**src/rtl/riscv_pkg.sv**
```systemverilog
// Shared RV32 datapath definitions: ALU control codes, M-extension op codes
// and the iterative multiply/divide sequencer state.
package riscv_pkg;

    localparam logic [2:0] ALU_ADD = 3'b000;
    localparam logic [2:0] ALU_SUB = 3'b001;
    localparam logic [2:0] ALU_AND = 3'b010;
    localparam logic [2:0] ALU_OR  = 3'b011;
    localparam logic [2:0] ALU_SLT = 3'b101;

    localparam logic [1:0] MULDIV_MUL   = 2'b00;
    localparam logic [1:0] MULDIV_MULHU = 2'b01;
    localparam logic [1:0] MULDIV_DIVU  = 2'b10;
    localparam logic [1:0] MULDIV_REMU  = 2'b11;

    typedef enum logic [1:0] {
        IDLE = 2'b00,
        RUN  = 2'b01,
        DONE = 2'b10
    } muldiv_state_t;

    // MULHU and REMU both live in hi; MUL and DIVU both live in lo.
    function automatic logic [31:0] muldiv_select(input logic [1:0] op,
                                                  input logic [31:0] hi,
                                                  input logic [31:0] lo);
        return op[0] ? hi : lo;
    endfunction

endpackage

```
**src/rtl/alu.sv**
```systemverilog
// 32-bit datapath ALU: add/sub with carry-out (C=1 means no borrow on sub),
// logic ops and set-less-than, plus V/N/Z flags.
import riscv_pkg::*;

module alu (
    input  logic [31:0] a,
    input  logic [31:0] b,
    input  logic [2:0]  alu_control,
    output logic [31:0] sum,
    output logic        c,
    output logic        v,
    output logic        n,
    output logic        z
);

    logic [31:0] b_eff;
    logic [32:0] ext;

    // Subtract is a + ~b + 1 so the carry-out doubles as "no borrow".
    assign b_eff = alu_control[0] ? ~b : b;
    assign ext   = {1'b0, a} + {1'b0, b_eff} + {32'd0, alu_control[0]};
    assign c     = ext[32];
    assign v     = (a[31] == b_eff[31]) && (ext[31] != a[31]);

    always_comb begin
        sum = ext[31:0];
        case (alu_control)
            ALU_ADD, ALU_SUB: sum = ext[31:0];
            ALU_AND:          sum = a & b;
            ALU_OR:           sum = a | b;
            ALU_SLT:          sum = {31'd0, ext[31] ^ v};
            default:          sum = ext[31:0];
        endcase
    end

    assign n = sum[31];
    assign z = (sum == 32'd0);

endmodule

```
**src/rtl/muldiv_seq.sv**
```systemverilog
// Iterative unsigned MUL/MULHU/DIVU/REMU: one shift-add or restoring-subtract
// step per clock through the shared ALU, fixed 32-iteration latency.
import riscv_pkg::*;

module muldiv_seq #(
    parameter int XLEN  = 32,
    parameter int CNT_W = 6
) (
    input  logic            clk,
    input  logic            rst,
    input  logic            start,
    input  logic [1:0]      op,
    input  logic [XLEN-1:0] A,
    input  logic [XLEN-1:0] B,
    output logic            busy,
    output logic            done,
    output logic [XLEN-1:0] result
);

    localparam logic [CNT_W-1:0] LAST_ITER = CNT_W'(XLEN - 1);

    muldiv_state_t   state;
    logic [CNT_W-1:0] cnt;
    logic [XLEN-1:0] hi, lo, bq;
    logic [1:0]      opq;

    logic [XLEN-1:0] partial, alu_a, alu_sum, hi_nxt, lo_nxt;
    logic [2:0]      alu_ctrl;
    logic            alu_c, alu_v, alu_n, alu_z;
    logic            flags_unused;

    assign flags_unused = alu_v ^ alu_n ^ alu_z;
    assign partial      = {hi[XLEN-2:0], lo[XLEN-1]};

    alu u_alu (
        .a           (alu_a),
        .b           (bq),
        .alu_control (alu_ctrl),
        .sum         (alu_sum),
        .c           (alu_c),
        .v           (alu_v),
        .n           (alu_n),
        .z           (alu_z)
    );

    always_comb begin
        alu_a    = hi;
        alu_ctrl = ALU_ADD;
        hi_nxt   = hi;
        lo_nxt   = lo;
        if (opq[1]) begin
            alu_a    = partial;
            alu_ctrl = ALU_SUB;
            // hi[31] set means partial already exceeds any 32-bit divisor.
            if (hi[XLEN-1] | alu_c) begin
                hi_nxt = alu_sum;
                lo_nxt = {lo[XLEN-2:0], 1'b1};
            end else begin
                hi_nxt = partial;
                lo_nxt = {lo[XLEN-2:0], 1'b0};
            end
        end else if (lo[0]) begin
            {hi_nxt, lo_nxt} = {alu_c, alu_sum, lo[XLEN-1:1]};
        end else begin
            {hi_nxt, lo_nxt} = {1'b0, hi, lo[XLEN-1:1]};
        end
    end

    always_ff @(posedge clk) begin
        if (rst) begin
            state  <= IDLE;
            busy   <= 1'b0;
            done   <= 1'b0;
            result <= '0;
            cnt    <= '0;
            hi     <= '0;
            lo     <= '0;
            bq     <= '0;
            opq    <= MULDIV_MUL;
        end else begin
            case (state)
                IDLE, DONE: begin
                    done <= 1'b0;
                    if (start) begin
                        opq   <= op;
                        bq    <= B;
                        hi    <= '0;
                        lo    <= A;
                        cnt   <= '0;
                        busy  <= 1'b1;
                        state <= RUN;
                    end else begin
                        state <= IDLE;
                    end
                end
                RUN: begin
                    hi  <= hi_nxt;
                    lo  <= lo_nxt;
                    cnt <= cnt + 1'b1;
                    if (cnt == LAST_ITER) begin
                        state  <= DONE;
                        busy   <= 1'b0;
                        done   <= 1'b1;
                        result <= muldiv_select(opq, hi_nxt, lo_nxt);
                    end
                end
                default: begin
                    state <= IDLE;
                    busy  <= 1'b0;
                    done  <= 1'b0;
                end
            endcase
        end
    end

endmodule

```
**config.mk**
```make
export PLATFORM = sky130hd
export DESIGN_NAME = muldiv_seq
export DESIGN_NICKNAME = d
export VERILOG_FILES = /design/src/rtl/riscv_pkg.sv /design/src/rtl/alu.sv /design/src/rtl/muldiv_seq.sv
export SDC_FILE = /design/constraint.sdc
export NUM_CORES = 1
export LEC_CHECK = 0
export ABC_AREA = 0
export CAP_MARGIN = 20
export CELL_PAD_IN_SITES_DETAIL_PLACEMENT = 0
export CELL_PAD_IN_SITES_GLOBAL_PLACEMENT = 1
export CORE_MARGIN = 2
export CORE_UTILIZATION = 35
export CTS_BUF_LIST = sky130_fd_sc_hd__clkbuf_8
export CTS_CLUSTER_DIAMETER = 120
export DETAILED_ROUTE_END_ITERATION = 8
export PLACE_DENSITY_LB_ADDON = 0.1
export RECOVER_POWER = 100
export SETUP_SLACK_MARGIN = 0.5
export SLEW_MARGIN = 20
export SYNTH_ARGS = -nofsm -noshare
export SYNTH_HDL_FRONTEND = slang
export SYNTH_SLANG_ARGS = --single-unit
```
**constraint.sdc**
```tcl
create_clock -name clk -period 8.6 [get_ports clk]
set_clock_uncertainty 0.15 [all_clocks]
set_input_delay 1.72 -clock clk [delete_from_list [all_inputs] [get_ports clk]]
set_output_delay 1.72 -clock clk [all_outputs]
set_load 0.01 [all_outputs]
```
* Yosys cells after proc, flatten, opt, wreduce, memory -nomap -nowiden
Index checks and enable logic that the tools add are counted.
** Storage, ports and cells
- Register bits after elaboration :: 140
- Bits of input ports :: 69
- Output and inout bits :: 34
- Logic and storage cells :: 60
** Cells by class
- $add $sub $neg :: 3
- Equal/unequal tests :: 10
- Multiplexer cells :: 23
- Bitwise logic cells :: 6
- Reductions and logical operators :: 9
** Operators with widths (number)
- $mux W32 :: 10
- $pmux W32 S2 :: 2
- $pmux W32 S3 :: 1
- $add A32 B32 Y33 :: 1
- $add A33 B1 Y33 :: 1
- $and A32 B32 Y32 :: 1
- $not A32 Y32 :: 1
- $or A32 B32 Y32 :: 1
- $pmux W6 S2 :: 1
- $reduce_and A2 Y1 :: 4
- $add A6 B1 Y6 const B :: 1
- $eq A6 B5 Y1 const B :: 1
- $mux W6 :: 1
- $mux W1 :: 5
- $eq A1 B2 Y1 const B :: 2
- $ne A2 B2 Y1 const B :: 2
- $pmux W2 S2 :: 1
- $reduce_or A2 Y1 :: 2
- $eq A1 B3 Y1 const B :: 1
- $eq A2 B1 Y1 const B :: 1
- $eq A2 B2 Y1 const B :: 1
- $logic_not A2 Y1 :: 1
- $mux W2 :: 1
- $pmux W1 S2 :: 1
- 7 further kinds :: 7

* Logic depth before layout (Yosys ltp)
- Word-level depth :: 11
- Depth in mapped cells :: 19
- Gate-level depth less buffers :: 12

* Hierarchy
Synthesis repeated with hierarchy kept, for this count alone.
** Second synthesis, totals
- Cells, all modules :: 1279
- Area, all modules :: 10772.8 um^2
** Modules (own cells, without submodules)
- muldiv_seq :: times used 1, cells an instance 779, area each 7244.4 um^2
- alu :: times used 1, cells an instance 500, area each 3528.4 um^2

* Least setup slack after synthesis
Ideal clock, no wire load.
- Path type :: register to register
- From :: reg opq[1]
- To :: reg result[7]
- Data arrival time :: 4.121 ns
- Data required time :: 8.318 ns
- Slack :: 4.197 ns
- Stages on the path, launching flop included :: 18
- Buffers on the path :: 6
- Cells stage by stage :: dfxtp_1 -> buf_2 -> clkbuf_1 -> buf_1 -> clkbuf_1 -> mux2i_1 -> fa_1 -> nand2b_1 -> a21oi_2 -> o211ai_2 -> a22oi_4 -> a31oi_4 -> o21ai_4 -> buf_6 -> buf_2 -> mux2_2 -> o21ai_0 -> a21oi_1
** Between the ends
- Cells in the longest elaborated chain, start to end :: 8
** RTL lines
- start, declared :: line muldiv_seq.sv:25 : logic [1:0] opq;
- start signal, assigned :: line muldiv_seq.sv:85 : opq <= op;
- $mux W1 :: line muldiv_seq.sv:51 : if (opq[1]) begin
- $mux W32 :: line alu.sv:20 : assign b_eff = alu_control[0] ? ~b : b;
- $add A32 B32 Y33 :: line alu.sv:21 : assign ext = {1'b0, a} + {1'b0, b_eff} + {32'd0, alu_control[0]};
- $add A33 B1 Y33 :: line alu.sv:21
- $pmux W32 S3 / $or A1 B1 Y1 (equally long branches) :: line alu.sv:27, muldiv_seq.sv:55
- $mux W32 (on tied branches) :: line muldiv_seq.sv:62, muldiv_seq.sv:55
- $mux W32 :: line muldiv_seq.sv:51
- $mux W32 (*) :: line riscv_pkg.sv:26 : return op[0] ? hi : lo;
- end signal, assigned :: line muldiv_seq.sv:104 : result <= muldiv_select(opq, hi_nxt, lo_nxt);
- end, declared :: line muldiv_seq.sv:17 : output logic [XLEN-1:0] result
Mark *: on every way between the ends. The rest lies on a longest branch, timed or not.
A chain may end at the register's enable or synchronous reset.

==> summary.txt <==
outcome: finished, violations left
violated checks: max-capacitance violations, max-slew violations
Distinct cells, synth: 84
Net Sw Frac: 0.333
Num CTS Buffers: 17
RSZ-0062 raised after global routing: no
# hold bufs at CTS: 0
pwr/cell area: 151 nW/um^2
critical path arrival: 6630 ps
top-area cell type share of the netlist area: 0.290
DRT iter0 DRCs: 660
setup TNS: 0 ps
Power, Total: 1.69 mW
Die Y: 170 um
CP Cell Sequence: clkbuf_1, clkbuf_1, nor2_1, a221o_1
number of remaining DRC errors: 0
vias per cell: 5.65
Most used DFF post-synth: dfxtp_1
Max Cap Violations: 6
Initial Utilization: 0.357
share of power burned in registers: 0.424
count leader, synth: nand2_1
maximum VDD drop: 77.6 uV
Syn Nets: 1,306
Buf/Inv on CP: 2
Post-synth ARST share: 0
first-pass GRT wire length: 50,000 um
HP Start: done
gr ovfl total: 0
routability cong.: 0.875
Routed Antenna Nets: 0
number of synthesized flops with an enable pin: 0
Leak: 4.31 nW
CTS clk-pin slew, worst paths: 90 ps
most frequent cells after synthesis: 150 x nand2_1, 144 x nor2_1, 140 x dfxtp_1
critical path's most frequent cell: clkbuf_1
setup violators final: 0
CP Class: input pin to register
fin. max-slew vios: 247
P_sw: 0.562 mW
core area: 27,000 um^2
CP Launch Type: input pin
Clock Path Buffers: 2
measured slew at the worst slew-check pin: 2610 ps
Logic pwr share: 0.229
Reg-to-Reg Start: opq[1]
vias in the first global route: 8,487
sequential fraction of the synthesis area: 0.290
drt wl/cell: 19.8 um
Post-Syn Area per Cell: 8.01 um^2
largest net degree at the start of global routing: 71
Setup crit end kind: register
clock share of power: 0.347
Slowest-stage cell, CP: clkbuf_1
die width: 170 um
Hold Path Depth: 1
TritonCTS Sinks: 140
Inserted Diodes: 0
GRT Total Usage: 0.221
crit-path leading delay family: buffers and inverters
Critical Path Stages: 4
CTS resizes: 0
fin cells: 1,601
Internal Power: 1.13 mW
I/O Pins: 103
share of cells above drive strength 1: 0.0778
Max Clk Rate: 155 MHz
Post-DP HPWL: 23,000 um
dominant cells by area after synthesis: dfxtp_1 29%, mux2i_1 7.4%, nand2_1 5.8%
final hold viol count: 0
worst-path fanout max: 55
H-tree levels: 4
Vias: 9,040
# rows: 60
fin crit share: 0.749
synthesized cell area: 9650 um^2
Setup crit start: rst
Post-Route WL: 31,700 um
root buffer cell: clkbuf_8
Worst R2R Path Depth: 12
Clock Latency Late Sink: 460 ps
synth warn: 0
initial antenna violation count: 0
data required time of the critical path: 8790 ps
Tmin final: 6440 ps
Cells after Synth: 1,204
worst hold path type: register to register
Nets: 1,350
CP peak stage delay: 1870 ps
P&R area growth vs syn: 16.0%
Slew HR: -0.742
CTS tree: built
Die Footprint: 28,900 um^2
post-CTS setup buffer count: 0
placed cell count: 1,570
Pre-Repair DR Iteration Count: 5
IO buf count: 102
largest area contributor in the netlist: dfxtp_1
post-synthesis register bit count: 140
cells by family (layout without fill, tap and decap cells):
kind of cell,Yosys count,count (layout),synth area share
buffers and inverters,111,167,0.0472
DFF,140,140,0.290
adders and majority gates,33,33,0.0436
and+or+nand+nor,395,395,0.179
muxes,111,111,0.125
xor gates and xnor gates,57,57,0.0517
AOI/OAI and AO/OA,357,357,0.263
worst register-to-register path: stages (launching register included):
cell      delay, ps
dfxtp_4         900
clkbuf_1       1120
o21ai_0         340
ha_1            520
nand2_1         150
nor2_1          160
nand3_1         140
o311ai_4        340
a31oi_1         200
o21ai_4         870
mux2i_1         250
mux4_2          500
a211oi_1        240
metal layers:
layer | up-vias | track usage | share of wire
met1 | 4253 | 0.348 | 0.54
met3 | 19 | 0.0328 | 0.054
li1 | 4523 | - | -
met2 | 245 | 0.319 | 0.40
met5 | - | 0 | 0
met4 | 0 | 0.0372 | 0.0072
area by class of cell:
type                       count  area, um^2
timing repair buffer         116        1100
multi-input combinational    953        6370
clock buffer                  18         248
inverter                      20        75.1
fill                        2844       15800
sequential                   140        2810
clock inverter                13         166
tap                          341         427
placed cells by master (no fill, tap or decap), types with 6 or more instances in the layout:
cell and instances:
inv_1 19, a311oi_1 6, a31oi_1 16, nor3b_1 7, a211o_1 8, xor2_1 40, a221oi_1 26, a21oi_1 107
dfxtp_1 138, dlygate4sd3_1 35, a22o_1 21, o21a_1 6, mux2i_1 71, buf_4 10, nand2b_1 8, a22oi_1 7
or3_1 11, nor2b_1 10, a21o_1 7, mux2_2 36, o211ai_1 17, clkdlybuf4s50_1 66, clkbuf_8 18, nor2_1 143
a32o_1 13, nand2_1 151, xnor2_1 17, ha_1 32, a211oi_1 28, nand3_1 14, nor3_1 22, o21ai_0 45
stage by stage:
step	util	hold slack (ps)	cell area (um^2)	setup slack, ps
after floorplan	-	286	9650	4200
after global placement	0.401	287	10900	3600
after detailed placement	0.401	292	10900	3510
after CTS	0.417	314	11300	3480
after global routing	0.414	344	11200	1650
final	0.414	308	11200	2160
final timing paths:
path | to | slack [ps]
setup / recovery | result[15] | 2160
hold reg to reg | done | 310
hold / removal | done | 310
setup reg to reg | result[2] | 2630
registers in the layout, summed over array words and instances (netlist names):
signal,flops
state,2
lo,32
opq,2
hi,32
result,32
busy,1
cnt,6
done,1
bq,32
power groups by stage:
stage                     Clock, mW  Sequential (mW)  Combinational (mW)
after global routing          0.627            0.721               0.427
final                         0.585            0.715               0.387
after CTS                     0.598            0.715               0.389
after global placement            0            0.731               0.390
after detailed placement          0            0.731               0.388
after floorplan                   0            0.711               0.278
Power figures use the tool's default switching activity.
